===== config.mk =====
export PLATFORM = sky130hd
export DESIGN_NAME = hazard_stall_ctrl_flat
export DESIGN_NICKNAME = d
export VERILOG_FILES = /design/src/rtl/hazard_stall_ctrl_pkg.sv /design/src/rtl/hazard_stall_ctrl_if.sv /design/src/rtl/hazard_stall_ctrl_fwd_sel.sv /design/src/rtl/hazard_stall_ctrl.sv /design/src/flat_wrapper.sv
export SDC_FILE = /design/constraint.sdc
export NUM_CORES = 1
export LEC_CHECK = 0
export CORE_MARGIN = 1
export CORE_UTILIZATION = 42
export CTS_BUF_LIST = sky130_fd_sc_hd__clkbuf_16
export CTS_CLUSTER_SIZE = 14
export DETAILED_ROUTE_END_ITERATION = 10
export GPL_TIMING_DRIVEN = 0
export PLACE_DENSITY = 0.85
export SYNTH_ARGS = -nofsm -noshare
export SYNTH_HDL_FRONTEND = slang
export SYNTH_SLANG_ARGS = --single-unit

===== constraint.sdc =====
create_clock -name clk -period 2.5 [get_ports clk]
set_clock_uncertainty 0.15 [all_clocks]
set_input_delay 0.5 -clock clk [delete_from_list [all_inputs] [get_ports clk]]
set_output_delay 0.5 -clock clk [all_outputs]
set_load 0.005 [all_outputs]

===== src/rtl/hazard_stall_ctrl_pkg.sv =====
// Shared types for the decode-stage hazard/stall scheduler.
package hazard_pkg;

    typedef enum logic [1:0] {
        FWD_ALU = 2'b00,
        FWD_WB  = 2'b01,
        FWD_DIV = 2'b10,
        FWD_REG = 2'b11
    } fwd_sel_t;

    typedef enum logic [1:0] {
        RUN,
        STALL,
        DIV_START,
        DIV_BUSY
    } hz_state_t;

endpackage


===== src/rtl/hazard_stall_ctrl_if.sv =====
// Pipeline-side signal bundle of the hazard scheduler; slave is the controller, master the pipeline.
interface hazard_stall_ctrl_if #(
    parameter int unsigned REG_AW = 5
);
    import hazard_pkg::*;

    logic [REG_AW-1:0] id_rs1, id_rs2;
    logic              id_use_rs1, id_use_rs2, id_is_branch;
    logic [REG_AW-1:0] ex_rd;
    logic              ex_regwrite, ex_memread, ex_is_div;
    logic [REG_AW-1:0] exmem_rd;
    logic              exmem_regwrite, exmem_memread, exmem_is_div;
    logic [REG_AW-1:0] memwb_rd;
    logic              memwb_regwrite;
    logic              div_ready, div_start;
    logic              stall_if, stall_id, bubble_ex;
    fwd_sel_t          fwd_sel1, fwd_sel2;
    logic              div_timeout;

    modport master (
        output id_rs1, id_rs2, id_use_rs1, id_use_rs2, id_is_branch,
        output ex_rd, ex_regwrite, ex_memread, ex_is_div,
        output exmem_rd, exmem_regwrite, exmem_memread, exmem_is_div,
        output memwb_rd, memwb_regwrite, div_ready,
        input  div_start, stall_if, stall_id, bubble_ex, fwd_sel1, fwd_sel2, div_timeout
    );

    modport slave (
        input  id_rs1, id_rs2, id_use_rs1, id_use_rs2, id_is_branch,
        input  ex_rd, ex_regwrite, ex_memread, ex_is_div,
        input  exmem_rd, exmem_regwrite, exmem_memread, exmem_is_div,
        input  memwb_rd, memwb_regwrite, div_ready,
        output div_start, stall_if, stall_id, bubble_ex, fwd_sel1, fwd_sel2, div_timeout
    );

endinterface


===== src/rtl/hazard_stall_ctrl_fwd_sel.sv =====
// ID-stage branch operand forward select for one source register.
module hazard_fwd_sel
    import hazard_pkg::*;
#(
    parameter int unsigned REG_AW = 5
) (
    input  logic [REG_AW-1:0] rs_i,
    input  logic              use_rs_i,
    input  logic [REG_AW-1:0] exmem_rd_i,
    input  logic              exmem_regwrite_i,
    input  logic              exmem_memread_i,
    input  logic              exmem_is_div_i,
    input  logic [REG_AW-1:0] memwb_rd_i,
    input  logic              memwb_regwrite_i,
    output fwd_sel_t          sel_o
);

    logic live;
    assign live = use_rs_i && (rs_i != '0);

    always_comb begin
        sel_o = FWD_REG;
        // A load still in EX/MEM has no data yet; the stall logic covers that case.
        if (live && rs_i == exmem_rd_i && exmem_regwrite_i && !exmem_memread_i) begin
            sel_o = exmem_is_div_i ? FWD_DIV : FWD_ALU;
        end else if (live && rs_i == memwb_rd_i && memwb_regwrite_i) begin
            sel_o = FWD_WB;
        end
    end

endmodule


===== src/rtl/hazard_stall_ctrl.sv =====
// Decode-stage hazard/stall scheduler with divider launch sequencing.
// Optional HAZARD_PERF_CNT_EN adds stall-cycle and divide-launch performance counters.
module hazard_stall_ctrl
    import hazard_pkg::*;
#(
    parameter int unsigned REG_AW      = 5,
    parameter int unsigned DIV_TIMEOUT = 40
) (
    input logic                clk,
    input logic                Rst,
    hazard_stall_ctrl_if.slave ctrl_bus
`ifdef HAZARD_PERF_CNT_EN
    ,
    output logic [31:0]        perf_stall_cnt,
    output logic [15:0]        perf_div_cnt
`endif
);

    localparam int unsigned        DivCntW = $clog2(DIV_TIMEOUT + 1);
    localparam logic [DivCntW-1:0] DivLast = DivCntW'(DIV_TIMEOUT - 1);
    localparam logic [DivCntW-1:0] DivOne  = DivCntW'(1);

    hz_state_t          state_q, state_d;
    logic [1:0]         stall_cnt_q, stall_cnt_d;
    logic [DivCntW-1:0] div_cnt_q, div_cnt_d;
    logic               div_timeout_q, div_timeout_d;
    logic               stall, hold, launch;

    function automatic logic reg_match(logic use_rs, logic [REG_AW-1:0] rs,
                                       logic [REG_AW-1:0] rd);
        return use_rs && (rd != '0) && (rs == rd);
    endfunction

    logic ex_hit, exmem_hit, div_det, haz_load_br, haz_one;
    assign ex_hit = ctrl_bus.ex_regwrite &&
        (reg_match(ctrl_bus.id_use_rs1, ctrl_bus.id_rs1, ctrl_bus.ex_rd) ||
         reg_match(ctrl_bus.id_use_rs2, ctrl_bus.id_rs2, ctrl_bus.ex_rd));
    assign exmem_hit =
        reg_match(ctrl_bus.id_use_rs1, ctrl_bus.id_rs1, ctrl_bus.exmem_rd) ||
        reg_match(ctrl_bus.id_use_rs2, ctrl_bus.id_rs2, ctrl_bus.exmem_rd);
    assign div_det     = ctrl_bus.ex_is_div && ctrl_bus.ex_regwrite;
    assign haz_load_br = ex_hit && ctrl_bus.ex_memread && ctrl_bus.id_is_branch;
    assign haz_one     = (ex_hit && (ctrl_bus.ex_memread || ctrl_bus.id_is_branch)) ||
                         (ctrl_bus.id_is_branch && ctrl_bus.exmem_memread && exmem_hit);

    always_comb begin
        state_d       = state_q;
        stall_cnt_d   = stall_cnt_q;
        div_cnt_d     = div_cnt_q;
        div_timeout_d = div_timeout_q;
        stall         = 1'b0;
        hold          = 1'b0;
        launch        = 1'b0;
        unique case (state_q)
            RUN: begin
                if (div_det) begin
                    state_d = DIV_START;
                end else if (haz_load_br) begin
                    stall       = 1'b1;
                    stall_cnt_d = 2'd1;
                    state_d     = STALL;
                end else if (haz_one) begin
                    stall = 1'b1;
                end
            end
            STALL: begin
                stall       = 1'b1;
                stall_cnt_d = (stall_cnt_q != 2'd0) ? stall_cnt_q - 2'd1 : 2'd0;
                if (stall_cnt_q <= 2'd1) state_d = RUN;
            end
            DIV_START: begin
                launch    = 1'b1;
                hold      = 1'b1;
                div_cnt_d = '0;
                state_d   = DIV_BUSY;
            end
            DIV_BUSY: begin
                if (div_cnt_q != '1) div_cnt_d = div_cnt_q + DivOne;
                if (ctrl_bus.div_ready) begin
                    state_d = RUN;
                end else begin
                    hold = 1'b1;
                    if (div_cnt_q == DivLast) begin
                        state_d       = RUN;
                        div_timeout_d = 1'b1;
                    end
                end
            end
            default: state_d = RUN;
        endcase
    end

    always_ff @(posedge clk) begin
        if (Rst) begin
            state_q       <= RUN;
            stall_cnt_q   <= 2'd0;
            div_cnt_q     <= '0;
            div_timeout_q <= 1'b0;
        end else begin
            state_q       <= state_d;
            stall_cnt_q   <= stall_cnt_d;
            div_cnt_q     <= div_cnt_d;
            div_timeout_q <= div_timeout_d;
        end
    end

    // Reset masks the controls combinationally so an in-flight launch is aborted at once.
    assign ctrl_bus.stall_if    = !Rst && (stall || hold);
    assign ctrl_bus.stall_id    = !Rst && (stall || hold);
    assign ctrl_bus.bubble_ex   = !Rst && stall;
    assign ctrl_bus.div_start   = !Rst && launch;
    assign ctrl_bus.div_timeout = div_timeout_q;

    hazard_fwd_sel #(.REG_AW(REG_AW)) u_fwd_sel1 (
        .rs_i             (ctrl_bus.id_rs1),
        .use_rs_i         (ctrl_bus.id_use_rs1),
        .exmem_rd_i       (ctrl_bus.exmem_rd),
        .exmem_regwrite_i (ctrl_bus.exmem_regwrite),
        .exmem_memread_i  (ctrl_bus.exmem_memread),
        .exmem_is_div_i   (ctrl_bus.exmem_is_div),
        .memwb_rd_i       (ctrl_bus.memwb_rd),
        .memwb_regwrite_i (ctrl_bus.memwb_regwrite),
        .sel_o            (ctrl_bus.fwd_sel1)
    );

    hazard_fwd_sel #(.REG_AW(REG_AW)) u_fwd_sel2 (
        .rs_i             (ctrl_bus.id_rs2),
        .use_rs_i         (ctrl_bus.id_use_rs2),
        .exmem_rd_i       (ctrl_bus.exmem_rd),
        .exmem_regwrite_i (ctrl_bus.exmem_regwrite),
        .exmem_memread_i  (ctrl_bus.exmem_memread),
        .exmem_is_div_i   (ctrl_bus.exmem_is_div),
        .memwb_rd_i       (ctrl_bus.memwb_rd),
        .memwb_regwrite_i (ctrl_bus.memwb_regwrite),
        .sel_o            (ctrl_bus.fwd_sel2)
    );

`ifdef HAZARD_PERF_CNT_EN
    logic [31:0] perf_stall_q;
    logic [15:0] perf_div_q;

    always_ff @(posedge clk) begin
        if (Rst) begin
            perf_stall_q <= '0;
            perf_div_q   <= '0;
        end else begin
            if (ctrl_bus.stall_id && perf_stall_q != '1) perf_stall_q <= perf_stall_q + 32'd1;
            if (ctrl_bus.div_start && perf_div_q != '1) perf_div_q <= perf_div_q + 16'd1;
        end
    end

    assign perf_stall_cnt = perf_stall_q;
    assign perf_div_cnt   = perf_div_q;
`endif

endmodule


===== src/flat_wrapper.sv =====
// flat-port wrapper written by rule: the top's interface ports become plain ports
module hazard_stall_ctrl_flat import hazard_pkg::*;
#(
    parameter int unsigned REG_AW      = 5,
    parameter int unsigned DIV_TIMEOUT = 40
)
  (clk, Rst, ctrl_bus_id_rs1, ctrl_bus_id_rs2, ctrl_bus_id_use_rs1, ctrl_bus_id_use_rs2, ctrl_bus_id_is_branch, ctrl_bus_ex_rd, ctrl_bus_ex_regwrite, ctrl_bus_ex_memread, ctrl_bus_ex_is_div, ctrl_bus_exmem_rd, ctrl_bus_exmem_regwrite, ctrl_bus_exmem_memread, ctrl_bus_exmem_is_div, ctrl_bus_memwb_rd, ctrl_bus_memwb_regwrite, ctrl_bus_div_ready, ctrl_bus_div_start, ctrl_bus_stall_if, ctrl_bus_stall_id, ctrl_bus_bubble_ex, ctrl_bus_fwd_sel1, ctrl_bus_fwd_sel2, ctrl_bus_div_timeout);
  hazard_stall_ctrl_if #(.REG_AW(REG_AW)) ctrl_bus_i ();
  input logic clk;
  input logic Rst;
  input wire logic [$bits(ctrl_bus_i.id_rs1)-1:0] ctrl_bus_id_rs1;
  input wire logic [$bits(ctrl_bus_i.id_rs2)-1:0] ctrl_bus_id_rs2;
  input wire logic [$bits(ctrl_bus_i.id_use_rs1)-1:0] ctrl_bus_id_use_rs1;
  input wire logic [$bits(ctrl_bus_i.id_use_rs2)-1:0] ctrl_bus_id_use_rs2;
  input wire logic [$bits(ctrl_bus_i.id_is_branch)-1:0] ctrl_bus_id_is_branch;
  input wire logic [$bits(ctrl_bus_i.ex_rd)-1:0] ctrl_bus_ex_rd;
  input wire logic [$bits(ctrl_bus_i.ex_regwrite)-1:0] ctrl_bus_ex_regwrite;
  input wire logic [$bits(ctrl_bus_i.ex_memread)-1:0] ctrl_bus_ex_memread;
  input wire logic [$bits(ctrl_bus_i.ex_is_div)-1:0] ctrl_bus_ex_is_div;
  input wire logic [$bits(ctrl_bus_i.exmem_rd)-1:0] ctrl_bus_exmem_rd;
  input wire logic [$bits(ctrl_bus_i.exmem_regwrite)-1:0] ctrl_bus_exmem_regwrite;
  input wire logic [$bits(ctrl_bus_i.exmem_memread)-1:0] ctrl_bus_exmem_memread;
  input wire logic [$bits(ctrl_bus_i.exmem_is_div)-1:0] ctrl_bus_exmem_is_div;
  input wire logic [$bits(ctrl_bus_i.memwb_rd)-1:0] ctrl_bus_memwb_rd;
  input wire logic [$bits(ctrl_bus_i.memwb_regwrite)-1:0] ctrl_bus_memwb_regwrite;
  input wire logic [$bits(ctrl_bus_i.div_ready)-1:0] ctrl_bus_div_ready;
  output wire logic [$bits(ctrl_bus_i.div_start)-1:0] ctrl_bus_div_start;
  output wire logic [$bits(ctrl_bus_i.stall_if)-1:0] ctrl_bus_stall_if;
  output wire logic [$bits(ctrl_bus_i.stall_id)-1:0] ctrl_bus_stall_id;
  output wire logic [$bits(ctrl_bus_i.bubble_ex)-1:0] ctrl_bus_bubble_ex;
  output wire logic [$bits(ctrl_bus_i.fwd_sel1)-1:0] ctrl_bus_fwd_sel1;
  output wire logic [$bits(ctrl_bus_i.fwd_sel2)-1:0] ctrl_bus_fwd_sel2;
  output wire logic [$bits(ctrl_bus_i.div_timeout)-1:0] ctrl_bus_div_timeout;
  assign ctrl_bus_i.id_rs1 = ctrl_bus_id_rs1;
  assign ctrl_bus_i.id_rs2 = ctrl_bus_id_rs2;
  assign ctrl_bus_i.id_use_rs1 = ctrl_bus_id_use_rs1;
  assign ctrl_bus_i.id_use_rs2 = ctrl_bus_id_use_rs2;
  assign ctrl_bus_i.id_is_branch = ctrl_bus_id_is_branch;
  assign ctrl_bus_i.ex_rd = ctrl_bus_ex_rd;
  assign ctrl_bus_i.ex_regwrite = ctrl_bus_ex_regwrite;
  assign ctrl_bus_i.ex_memread = ctrl_bus_ex_memread;
  assign ctrl_bus_i.ex_is_div = ctrl_bus_ex_is_div;
  assign ctrl_bus_i.exmem_rd = ctrl_bus_exmem_rd;
  assign ctrl_bus_i.exmem_regwrite = ctrl_bus_exmem_regwrite;
  assign ctrl_bus_i.exmem_memread = ctrl_bus_exmem_memread;
  assign ctrl_bus_i.exmem_is_div = ctrl_bus_exmem_is_div;
  assign ctrl_bus_i.memwb_rd = ctrl_bus_memwb_rd;
  assign ctrl_bus_i.memwb_regwrite = ctrl_bus_memwb_regwrite;
  assign ctrl_bus_i.div_ready = ctrl_bus_div_ready;
  assign ctrl_bus_div_start = ctrl_bus_i.div_start;
  assign ctrl_bus_stall_if = ctrl_bus_i.stall_if;
  assign ctrl_bus_stall_id = ctrl_bus_i.stall_id;
  assign ctrl_bus_bubble_ex = ctrl_bus_i.bubble_ex;
  assign ctrl_bus_fwd_sel1 = ctrl_bus_i.fwd_sel1;
  assign ctrl_bus_fwd_sel2 = ctrl_bus_i.fwd_sel2;
  assign ctrl_bus_div_timeout = ctrl_bus_i.div_timeout;
  hazard_stall_ctrl #(.REG_AW(REG_AW), .DIV_TIMEOUT(DIV_TIMEOUT)) u_core (.clk(clk), .Rst(Rst), .ctrl_bus(ctrl_bus_i));
endmodule

==> results by group, run 1 <==
Status
  – Status: finished, violations left
  – Failing checks: setup timing

Worst setup path
  – Critical Path Source: ctrl_bus_ex_rd[0]
  – Setup crit end: ctrl_bus_stall_if
  – Worst R2R Start: u_core.state_q[1]
  – RR Endpoint: u_core.state_q[0]
  – CP Launch Type: primary input
  – Critical Path End Type: output pin
  – FF-to-FF setup slack: 0.78 ns
  – Setup Crit Path Kind: primary input to output pin
  – CP Data Required Time: 1.85 ns
  – Crit path DAT: 1.88 ns
  – Crit path max fanout: 3
  – R2r worst-path depth: 7

Floorplan
  – Die width: 52.38 um
  – Ports: 47
  – Starting density of the core: 46.41%
  – Core area: 0.002297 mm2
  – Die H: 52.38 um
  – Full die area: 0.002744 mm2
  – Row count: 17

STA
  – Unrepaired setup endpoints after global routing: yes
  – Final hold vios: 0
  – Final setup margin: -0.02525 ns
  – Final Cycle Share: 101.0%
  – Max Slew Vio Count: 0
  – Fmax: 396.0 MHz
  – Min Hold Slack: 0.3115 ns
  – Final Critical Period: 2.525 ns
  – Worst slew pin tran: 0.3189 ns
  – Setup tns final: -0.03583 ns
  – Setup Viol. Count Final: 2
  – Rel. slew slack: 78.74%

Logic synthesis
  – Post-synth cell types: 39
  – FFs w/ async S/R, synth: 0%
  – Yosys top cell by area: dfxtp_1
  – Seq cells post-synth: 11
  – Mapped Nets: 181
  – Top cells by instance count after synthesis: xor2_1, nor2_1, xnor2_1, dfxtp_1, nand2_1
  – Cells after Synth: 142
  – Synth area leaders: dfxtp_1, xor2_1, xnor2_1
  – Primary FF master, synth: dfxtp_1
  – Cell Area, Synth: 0.001066 mm2
  – YS warnings: 0
  – Number of synthesized flops with an enable pin: 0
  – Post-synthesis sequential area ratio: 20.66%
  – Share of the synthesized area in the top cell type: 20.66%
  – Count leader, synth: xor2_1
  – Mean cell area of the mapped netlist: 7.507 um2

GRT
  – Vias in the first global route: 1210
  – First-pass GRT wire length: 5589 um
  – Pin count of the biggest net entering global routing: 11
  – Gr usage total: 28.34%
  – Initial antenna violation count: 0
  – Overflow after GRT: 0

Detailed routing
  – Drt pass-1 iters: 4
  – Vias: 1267
  – WL final: 3662 um
  – DR WL/cell: 16.42 um
  – DRT antenna net count: 0
  – Drt initial violations: 32
  – Vias per Instance: 5.682
  – Drt drc: 0

Placed design
  – # port buffers: 45
  – Placer congestion estimate: 0.8095
  – Post-detail-place hpwl: 2610 um

Pwr
  – Sw Share: 28.74%
  – Sw Pwr: 0.2013 mW
  – Leakage power: 0.6716 nW
  – Cell Int Power: 0.4991 mW
  – Sequential Power Share: 26.9%
  – Clock power frac: 41.2%
  – PD cells: 411.9 mW/mm2
  – Peak supply drop: 0.4695 mV
  – Comb power frac: 32.0%

Final layout
  – N_diodes: 0
  – P&R area growth vs syn: 59.51%
  – Layout Nets: 235
  – Layout cells sized above 1: 29.74%

Clock tree
  – Clock sinks: 11
  – CTS max path bufs: 2
  – Clock tree from TritonCTS: done
  – CTS H-tree depth: 1
  – Worst-path clk slew: 0.04 ns
  – Number of buffers created by CTS: 3
  – Clk_lat worst skew: 0.24 ns
  – Root Buffer: clkbuf_16

Job
  – Max Cap Viol: 0

Min path
  – Worst Hold Class: register to register
==> through the flow <==
stage	std cells	utilization [%]	instance area (um2)	power, mW	worst slack [ns]
global placement	215	67.54	1551	0.3911	-0.7368
global route	223	74.02	1700	0.7310	-0.06619
CTS	222	72.39	1663	0.6872	-0.03714
floorplan	142	-	1066	0.2866	0.2509
finish	223	74.02	1700	0.7004	-0.02525
detailed placement	215	67.54	1551	0.3982	-0.7832
==> flip-flops by register name (all words and copies together) (netlist names) <==
register and flops:
u_core.ctrl_bus.div_timeout 1, u_core.stall_cnt_q 2, u_core.div_cnt_q 6, u_core.state_q 2
==> how the worst min path moves through the flow <==
stage                                      startpoint  slack, ns                          end  cells past startpoint
after detailed placement  u_core.ctrl_bus.div_timeout       0.31  u_core.ctrl_bus.div_timeout                      2
final                     u_core.ctrl_bus.div_timeout       0.31  u_core.ctrl_bus.div_timeout                      2
after global routing      u_core.ctrl_bus.div_timeout       0.34  u_core.ctrl_bus.div_timeout                      2
after global placement    u_core.ctrl_bus.div_timeout       0.30  u_core.ctrl_bus.div_timeout                      2
after CTS                 u_core.ctrl_bus.div_timeout       0.32  u_core.ctrl_bus.div_timeout                      2
after floorplan                 u_core.stall_cnt_q[1]       0.30        u_core.stall_cnt_q[1]                      1
==> critical path: stages <==
cell and delay (ns):
buf_8 0.10, or4_4 0.54, o21ai_4 0.16, nor2_2 0.05
a22oi_2 0.18, a21oi_2 0.09, buf_4 0.14, buf_6 0.10
==> kinds of logic after synthesis <==
family                     after synthesis  synth area share [%]
and+or+nand+nor                         62                 29.23
xor gates and xnor gates                33                 27.11
AOI/OAI and AO/OA                       25                 16.67
DFF                                     11                 20.66
buffers and inverters                    8                 3.285
muxes                                    2                 1.878
adders and majority gates                1                 1.174
==> routing by layer <==
metal / vias to the layer above / global-route usage (%) / wire length [um] / share of wire (%)
met5: - / 0 / 0 / 0
met4: 0 / 10.53 / 67 / 1.8
met3: 8 / 6.667 / 186 / 5.1
met2: 41 / 48.31 / 1901 / 52
met1: 614 / 34.03 / 1507 / 41
li1: 604 / - / - / -
==> power groups by stage <==
stage               Combinational (mW)  Clock, mW  Sequential (mW)
global route                     0.240      0.302            0.189
floorplan                       0.0973          0            0.189
detailed placement               0.207          0            0.191
CTS                              0.208      0.291            0.188
finish                           0.224      0.288            0.188
global placement                 0.201          0            0.190
==> what timing repair did <==
action	CTS	global route
hold buffers	0	0
pin swaps	18	19
buffers inserted	4	1
gates resized for setup	89	29
endpoints found under the setup margin	7	7
==> placed cells by master (no fill, tap or decap), types with 3 or more instances in the layout <==
cell,instances
clkbuf_2,8
nand3_1,6
nand4_1,4
xnor2_1,12
xor2_2,6
inv_1,5
nor3_1,4
buf_4,5
a21oi_1,4
o21ai_0,4
xor2_1,15
clkdlybuf4s15_2,5
clkdlybuf4s50_1,9
a21oi_2,4
buf_2,7
nor3_2,3
nand2b_1,3
clkbuf_16,3
dfxtp_1,11
nand2_1,9
nor2_1,18
dlygate4sd2_1,11
==> area by class of cell <==
| class | instances | area [um2] |
|---|---|---|
| Inverter | 5 | 18.77 |
| Clock inverter | 1 | 3.754 |
| Sequential cell | 11 | 220.2 |
| Clock buffer | 3 | 75.07 |
| Buffer | 3 | 16.27 |
| Timing Repair Buffer | 49 | 416.7 |
| Tap cell | 28 | 35.03 |
| Multi-Input combinational cell | 123 | 914.6 |
| Fill cell | 170 | 596.8 |
Note: power is estimated with default switching activity, not from simulation.
==> inputs of run 2 (changes only) <==
CORE_UTILIZATION = 38   (was 42)
MAX_ROUTING_LAYER = met4   (was default)
PLACE_DENSITY = 0.82   (was 0.85)
clock period = 2.32 ns   (was 2.5 ns; I/O delays follow)
==> run 2 against run 1 <==
  * The flow still finishes with violations (setup timing)
  * First-iteration DRC count fell by 25%
  * Critical path type unchanged
  * Design area fell by 0.29%
  * Utilization fell by 8.0 points
  * Combinational power rose by 10%
  * Sequential power rose by 8%
==> results by group, run 2 (synthesized netlist as in run 1, its figures left out) <==
Status
  – Status: finished, violations left (unchanged)
  – Failing checks: setup timing (unchanged)

STA
  – Min Hold Slack: 0.3285 ns (was 0.3115 ns)
  – Fmax: 413.0 MHz
  – Final hold vios: 0 (unchanged)
  – Final Cycle Share: 104.4%
  – Rel. slew slack: 79.33% (was 78.74%)
  – Final Critical Period: 2.421 ns
  – Setup Viol. Count Final: 2 (unchanged)
  – Worst slew pin tran: 0.3101 ns (was 0.3189 ns)
  – Unrepaired setup endpoints after global routing: yes (unchanged)
  – Max Slew Vio Count: 0 (unchanged)
  – Final setup margin: -0.1010 ns (was -0.02525 ns)

Detailed routing
  – Drt initial violations: 24 (was 32)
  – DR WL/cell: 15.01 um (was 16.42 um)
  – DRT antenna net count: 0 (unchanged)
  – Drt drc: 0 (unchanged)
  – Vias per Instance: 5.496 (was 5.682)
  – Drt pass-1 iters: 4 (unchanged)
  – WL final: 3422 um (was 3662 um)
  – Vias: 1253 (was 1267)

Floorplan
  – Starting density of the core: 41.52% (was 46.41%)
  – Full die area: 0.003021 mm2 (was 0.002744 mm2)
  – Core area: 0.002567 mm2 (was 0.002297 mm2)
  – Ports: 47 (unchanged)
  – Die H: 54.97 um (was 52.38 um)
  – Row count: 18 (was 17)
  – Die width: 54.97 um (was 52.38 um)

Clock tree
  – Clk_lat worst skew: 0.24 ns (about the same)
  – Clock sinks: 11 (unchanged)
  – CTS max path bufs: 2 (unchanged)
  – Root Buffer: clkbuf_16 (unchanged)
  – Number of buffers created by CTS: 3 (unchanged)
  – CTS H-tree depth: 1 (unchanged)
  – Clock tree from TritonCTS: done (unchanged)
  – Worst-path clk slew: 0.04 ns (about the same)

Final layout
  – Max reg flops: 6 (unchanged)
  – Most frequent cells in the layout: nor2_1, xor2_1, buf_2 (was nor2_1, xor2_1, xnor2_1)
  – Most common cell after layout, fill and taps aside: nor2_1 (unchanged)
  – Top reg by flops: u_core.div_cnt_q (unchanged)
  – N_diodes: 0 (unchanged)
  – Largest registers: u_core.div_cnt_q: 6 flops, u_core.stall_cnt_q: 2 flops, u_core.state_q: 2 flops (unchanged)
  – # fillers: 222 (was 170)
  – P&R area growth vs syn: 59.04% (was 59.51%)
  – Layout cells sized above 1: 32.32% (was 29.74%)
  – Layout Nets: 238 (was 235)
  – Layout Utilization: 66.03% (was 74.02%)

Worst setup path
  – FF-to-FF setup slack: 0.60 ns (was 0.78 ns)
  – Crit path max fanout: 2 (was 3)
  – CP Launch Type: primary input (unchanged)
  – Worst R2R Start: u_core.div_cnt_q[0] (was u_core.state_q[1])
  – CP max stage cell: or4_4 (unchanged)
  – R2r worst-path depth: 6 (was 7)
  – Critical Path Stages: 8 (unchanged)
  – CP Cell Sequence: buf_8 -> or4_4 -> o21ai_4 -> nor2_2 -> a22oi_2 -> a21oi_2 -> buf_4 -> buf_6 (unchanged)
  – Setup Crit Path Kind: primary input to output pin (unchanged)
  – CP Data Required Time: 1.71 ns (was 1.85 ns)
  – Buf+Inv Stages, Crit Path: 3 (unchanged)
  – Crit path DAT: 1.81 ns (was 1.88 ns)
  – CP max stage delay: 0.53 ns (was 0.54 ns)
  – CP top delay family: simple AND/OR/NAND/NOR gates (unchanged)
  – RR Endpoint: u_core.div_cnt_q[5] (was u_core.state_q[0])
  – Critical Path End Type: output pin (unchanged)

Pwr
  – PD cells: 447.2 mW/mm2 (was 411.9 mW/mm2)
  – Peak supply drop: 0.4278 mV (was 0.4695 mV)
  – Leakage power: 0.6690 nW (was 0.6716 nW)

Job
  – Max Cap Viol: 0 (unchanged)

Min path
  – Hold path depth: 2 (unchanged)
  – Hold endpoint: u_core.ctrl_bus.div_timeout (unchanged)
  – Worst Min Path Start: u_core.ctrl_bus.div_timeout (unchanged)
  – Worst Hold Class: register to register (unchanged)

GRT
  – Vias in the first global route: 1268 (was 1210)
  – Pin count of the biggest net entering global routing: 11 (unchanged)
  – Gr usage total: 25.28% (was 28.34%)
  – Overflow after GRT: 0 (unchanged)
  – Initial antenna violation count: 0 (unchanged)
  – First-pass GRT wire length: 5333 um (was 5589 um)

Placed design
  – # port buffers: 45 (unchanged)
  – Post-detail-place hpwl: 2596 um (was 2610 um)
  – Placer congestion estimate: 0.9070 (was 0.8095)
[run 2: layout make-up]
cell class / count / area [um2] / area share (%)
multi-input combinational: 123 / 898.4 / 52.99
timing repair buffer: 52 / 425.4 / 25.09
sequential: 11 / 220.2 / 12.99
clock buffer: 3 / 75.07 / 4.428
tap: 30 / 37.54 / 2.214
inverter: 5 / 18.77 / 1.107
buffer: 3 / 16.27 / 0.9594
clock inverter: 1 / 3.754 / 0.2214
[run 2: worst max path at each step]
stage	start	to
finish	ctrl_bus_ex_rd[3]	ctrl_bus_stall_if
global route	ctrl_bus_ex_rd[4]	ctrl_bus_bubble_ex
CTS	ctrl_bus_ex_rd[3]	ctrl_bus_stall_if
detailed placement	ctrl_bus_ex_rd[1]	ctrl_bus_stall_if
global placement	ctrl_bus_ex_rd[1]	ctrl_bus_stall_if
floorplan	ctrl_bus_ex_rd[1]	ctrl_bus_stall_if
[run 2: what timing repair did]
action	4_1_cts	5_1_grt
hold buffers	0	0
setup buffers	6	1
endpoints found under the setup margin	7	7
gates resized for setup	123	30
pin swaps	18	10
[run 2: power by group]
group	internal (mW)	switching, mW
Sequential	0.196	0.00645
Combinational	0.121	0.125
Clock	0.226	0.0827
[run 2: metal layers]
layer	GRT usage [%]	vias up	wire, um
met4	6.250	0	15
met5	-	-	0
met2	45.98	43	1830
met3	5.191	2	167
met1	27.91	599	1409
li1	-	609	-
[run 2: stage by stage]
stage	instance area (um2)	worst slack, ns	TNS (ns)	cells	power [mW]
after detailed placement	1554	-0.8728	-5.133	217	0.4315
after CTS	1648	-0.1338	-0.2816	227	0.7430
after global placement	1554	-0.8276	-4.872	217	0.4214
after floorplan	1066	0.1429	0	142	0.3089
after global routing	1695	-0.2014	-0.5221	228	0.7893
final	1695	-0.1010	-0.1932	228	0.7582
[run 2: tightest hold or removal path, delay by kind of cell (launching register included)]
| kind | cells | cell delay [ns] |
|---|---|---|
| AOI/OAI and AO/OA | 1 | 0.04 |
| DFF | 1 | 0.32 |
| and+or+nand+nor | 1 | 0.08 |
==> inputs of run 3 (changes only) <==
CELL_PAD_IN_SITES_DETAIL_PLACEMENT = 0   (was default)
CELL_PAD_IN_SITES_GLOBAL_PLACEMENT = 1   (was default)
CORE_UTILIZATION = 31   (was 38)
PLACE_DENSITY = 0.9   (was 0.82)
clock period = 3.05 ns   (was 2.32 ns; I/O delays follow)
==> run 3 against run 2 <==
  * The run now ends clean
  * Final cell count up 6.1%
  * Via count down 2.4%
  * Global-route usage down 4.5 points
  * Critical path depth down 3
  * Sequential share of layout area down 0.13 points
  * Wire length up 0.29%
  * Total power down 25%
  * First-iteration DRC count up 58%
  * Flip-flop and latch count unchanged
  * Worst hold slack worse by 0.011 ns
  * Setup slack better by 0.15 ns
  * Highest routed layer unchanged
==> results by group, run 3 (synthesized netlist as in run 1, its figures left out) <==
Job
  – Max Cap Viol: 0 (unchanged)

STA
  – Max Slew Vio Count: 0 (unchanged)
  – Final Critical Period: 2.999 ns
  – Rel. slew slack: 75.27% (was 79.33%)
  – Final setup margin: 0.05131 ns (was -0.1010 ns)
  – Min Hold Slack: 0.3175 ns (was 0.3285 ns)
  – Unrepaired setup endpoints after global routing: yes (unchanged)
  – Final Cycle Share: 98.32%
  – Setup tns final: 0 ns (was -0.1932 ns)
  – Fmax: 333.5 MHz
  – Final hold vios: 0 (unchanged)
  – Setup Viol. Count Final: 0 (was 2)
  – Worst slew pin tran: 0.3709 ns (was 0.3101 ns)

Final layout
  – Largest registers: u_core.div_cnt_q: 6 flops, u_core.stall_cnt_q: 2 flops, u_core.state_q: 2 flops (unchanged)
  – Layout Nets: 238 (unchanged)
  – Top reg by flops: u_core.div_cnt_q (unchanged)
  – # fillers: 310 (was 222)
  – P&R area growth vs syn: 60.68% (was 59.04%)
  – N_diodes: 0 (unchanged)
  – Reg area: 220.2 um2 (unchanged)
  – Multi-input gate area: 844.6 um2 (was 898.4 um2)
  – Most frequent cells in the layout: xor2_1, dlygate4sd2_1, nor2_1, clkdlybuf4s50_1, xnor2_1 (was nor2_1, xor2_1, buf_2)
  – Max reg flops: 6 (unchanged)
  – Layout cells sized above 1: 15.15% (was 32.32%)

GRT
  – Met1 global-route usage: 25.52% (was 27.91%)
  – Overflow after GRT: 0 (unchanged)
  – Grt met3 use: 4.264% (was 5.191%)
  – First-pass GRT wire length: 5582 um (was 5333 um)
  – Vias in the first global route: 1229 (was 1268)
  – Gr usage total: 20.82% (was 25.28%)
  – GRT met2 Usage: 35.48% (was 45.98%)
  – Pin count of the biggest net entering global routing: 11 (unchanged)
  – GRT Max-Usage Layer: met2 (unchanged)
  – Initial antenna violation count: 0 (unchanged)

Detailed routing
  – Vias: 1223 (was 1253)
  – Drt pass-1 iters: 4 (unchanged)
  – Drt drc: 0 (unchanged)
  – Drt initial violations: 38 (was 24)
  – DR WL/cell: 14.18 um (was 15.01 um)
  – DRT antenna net count: 0 (unchanged)
  – WL final: 3432 um (was 3422 um)
  – Vias per Instance: 5.054 (was 5.496)

Worst setup path
  – CP Launch Type: primary input (unchanged)
  – Crit path DAT: 2.24 ns (was 1.81 ns)
  – CP max stage cell: or4_1 (was or4_4)
  – CP top delay family: buffers and inverters (was simple AND/OR/NAND/NOR gates)
  – CP Cell Sequence: clkdlybuf4s15_1 -> or4_1 -> o21ai_1 -> or2_2 -> clkdlybuf4s50_1 (was buf_8 -> or4_4 -> o21ai_4 -> nor2_2 -> a22oi_2 -> a21oi_2 -> buf_4 -> buf_6)
  – Crit path max fanout: 4 (was 2)
  – CP Data Required Time: 2.29 ns (was 1.71 ns)
  – Buf+Inv Stages, Crit Path: 2 (was 3)
  – R2r worst-path depth: 6 (unchanged)
  – Setup Crit Path Kind: primary input to output pin (unchanged)
  – RR Endpoint: u_core.div_cnt_q[5] (unchanged)
  – Worst R2R Start: u_core.div_cnt_q[0] (unchanged)
  – Critical Path End Type: output pin (unchanged)
  – FF-to-FF setup slack: 1.36 ns (was 0.60 ns)
  – CP max stage delay: 0.56 ns (was 0.53 ns)

Floorplan
  – Starting density of the core: 33.81% (was 41.52%)
  – Ports: 47 (unchanged)
  – Core area: 0.003153 mm2 (was 0.002567 mm2)
  – Die width: 60.64 um (was 54.97 um)
  – Full die area: 0.003677 mm2 (was 0.003021 mm2)
  – Die H: 60.64 um (was 54.97 um)
  – Row count: 20 (was 18)

Pwr
  – PD cells: 331.2 mW/mm2 (was 447.2 mW/mm2)
  – Leakage power: 0.6658 nW (was 0.6690 nW)
  – Peak supply drop: 0.4446 mV (was 0.4278 mV)

Clock tree
  – Root Buffer: clkbuf_16 (unchanged)
  – Number of buffers created by CTS: 3 (unchanged)
  – Clk_lat worst skew: 0.24 ns (about the same)
  – CTS H-tree depth: 1 (unchanged)
  – CTS max path bufs: 2 (unchanged)
  – Hold bufs inserted after CTS: 0 (unchanged)
  – Clock tree from TritonCTS: done (unchanged)
  – Clock sinks: 11 (unchanged)
  – Worst-path clk slew: 0.04 ns (about the same)

Status
  – Status: complete, no violations (was finished, violations left)

Min path
  – Hold endpoint: u_core.ctrl_bus.div_timeout (unchanged)
  – Worst Hold Class: register to register (unchanged)
  – Worst Min Path Start: u_core.ctrl_bus.div_timeout (unchanged)
  – Hold path depth: 2 (unchanged)

Placed design
  – # port buffers: 45 (unchanged)
  – Post-detail-place hpwl: 2686 um (was 2596 um)
  – Dpl ws: -0.4247 ns (was -0.8728 ns)
  – Placer congestion estimate: 0.8319 (was 0.9070)
[run 3: cell types whose count changed in the layout (fill, tap and decap cells not counted), sizes merged]
cell,previous run,this run
dlygate4sd2,5,21
buf,32,9
clkdlybuf4s50,10,19
clkbuf,8,4
clkdlybuf4s15,3,5
[run 3: metrics by stage]
stage                     area (um2)  utilization [%]  power, mW  instances
after detailed placement        1572            49.84     0.3276        231
after CTS                       1700            53.93     0.5673        242
final                           1713            54.33     0.5672        242
after global placement          1572            49.84     0.3224        231
after global routing            1713            54.33     0.5968        242
after floorplan                 1066                -     0.2349        142
[run 3: worst max path at each step]
stage,from,to,slack (ns),cells after the start
2_1_floorplan,ctrl_bus_ex_rd[1],ctrl_bus_stall_if,0.58,6
3_3_place_gp,ctrl_bus_id_rs2[3],ctrl_bus_stall_if,-0.42,8
3_5_place_dp,ctrl_bus_id_rs2[3],ctrl_bus_stall_if,-0.42,8
4_1_cts,ctrl_bus_id_rs2[0],ctrl_bus_fwd_sel2[0],0.03,5
5_1_grt,ctrl_bus_exmem_memread,ctrl_bus_fwd_sel1[0],-0.04,6
6_report,ctrl_bus_id_rs1[1],ctrl_bus_fwd_sel1[0],0.05,5
[run 3: what timing repair did]
action                                  CTS  global route
endpoints found under the setup margin    7             4
gates resized for setup                  38             4
setup buffers                             7             0
pin swaps                                10             2
hold endpoints to repair                  0             0
[run 3: layout make-up]
| class | instances | share of cell area, % |
|---|---|---|
| flip-flops and latches | 11 | 12.86 |
| multi-input cells | 123 | 49.31 |
| inverters | 5 | 1.096 |
| plain buffers | 3 | 0.9496 |
| repair buffers | 52 | 27.98 |
| well taps | 44 | 3.214 |
| clock buffers | 3 | 4.383 |
| clock inverters | 1 | 0.2191 |
[run 3: power by group]
part / internal, mW / switching, mW / total, mW
combinational: 0.0891 / 0.0889 / 0.178
sequential: 0.149 / 0.00451 / 0.154
clock: 0.172 / 0.0634 / 0.235
total: 0.410 / 0.157 / 0.567
[run 3: worst reg2reg max path, delay by kind of cell, from the launching register on]
| family | cells | cell delay, ns |
|---|---|---|
| AOI/OAI and AO/OA | 1 | 0.36 |
| adders and majority gates | 1 | 0.21 |
| and+or+nand+nor | 3 | 0.33 |
| DFF | 1 | 0.38 |
| xor gates and xnor gates | 1 | 0.15 |
[run 3: layer usage]
| layer | wire (um) | up-vias |
|---|---|---|
| met5 | 0 | - |
| met4 | 20 | 0 |
| met3 | 107 | 2 |
| met2 | 1779 | 20 |
| met1 | 1525 | 588 |
| li1 | - | 613 |
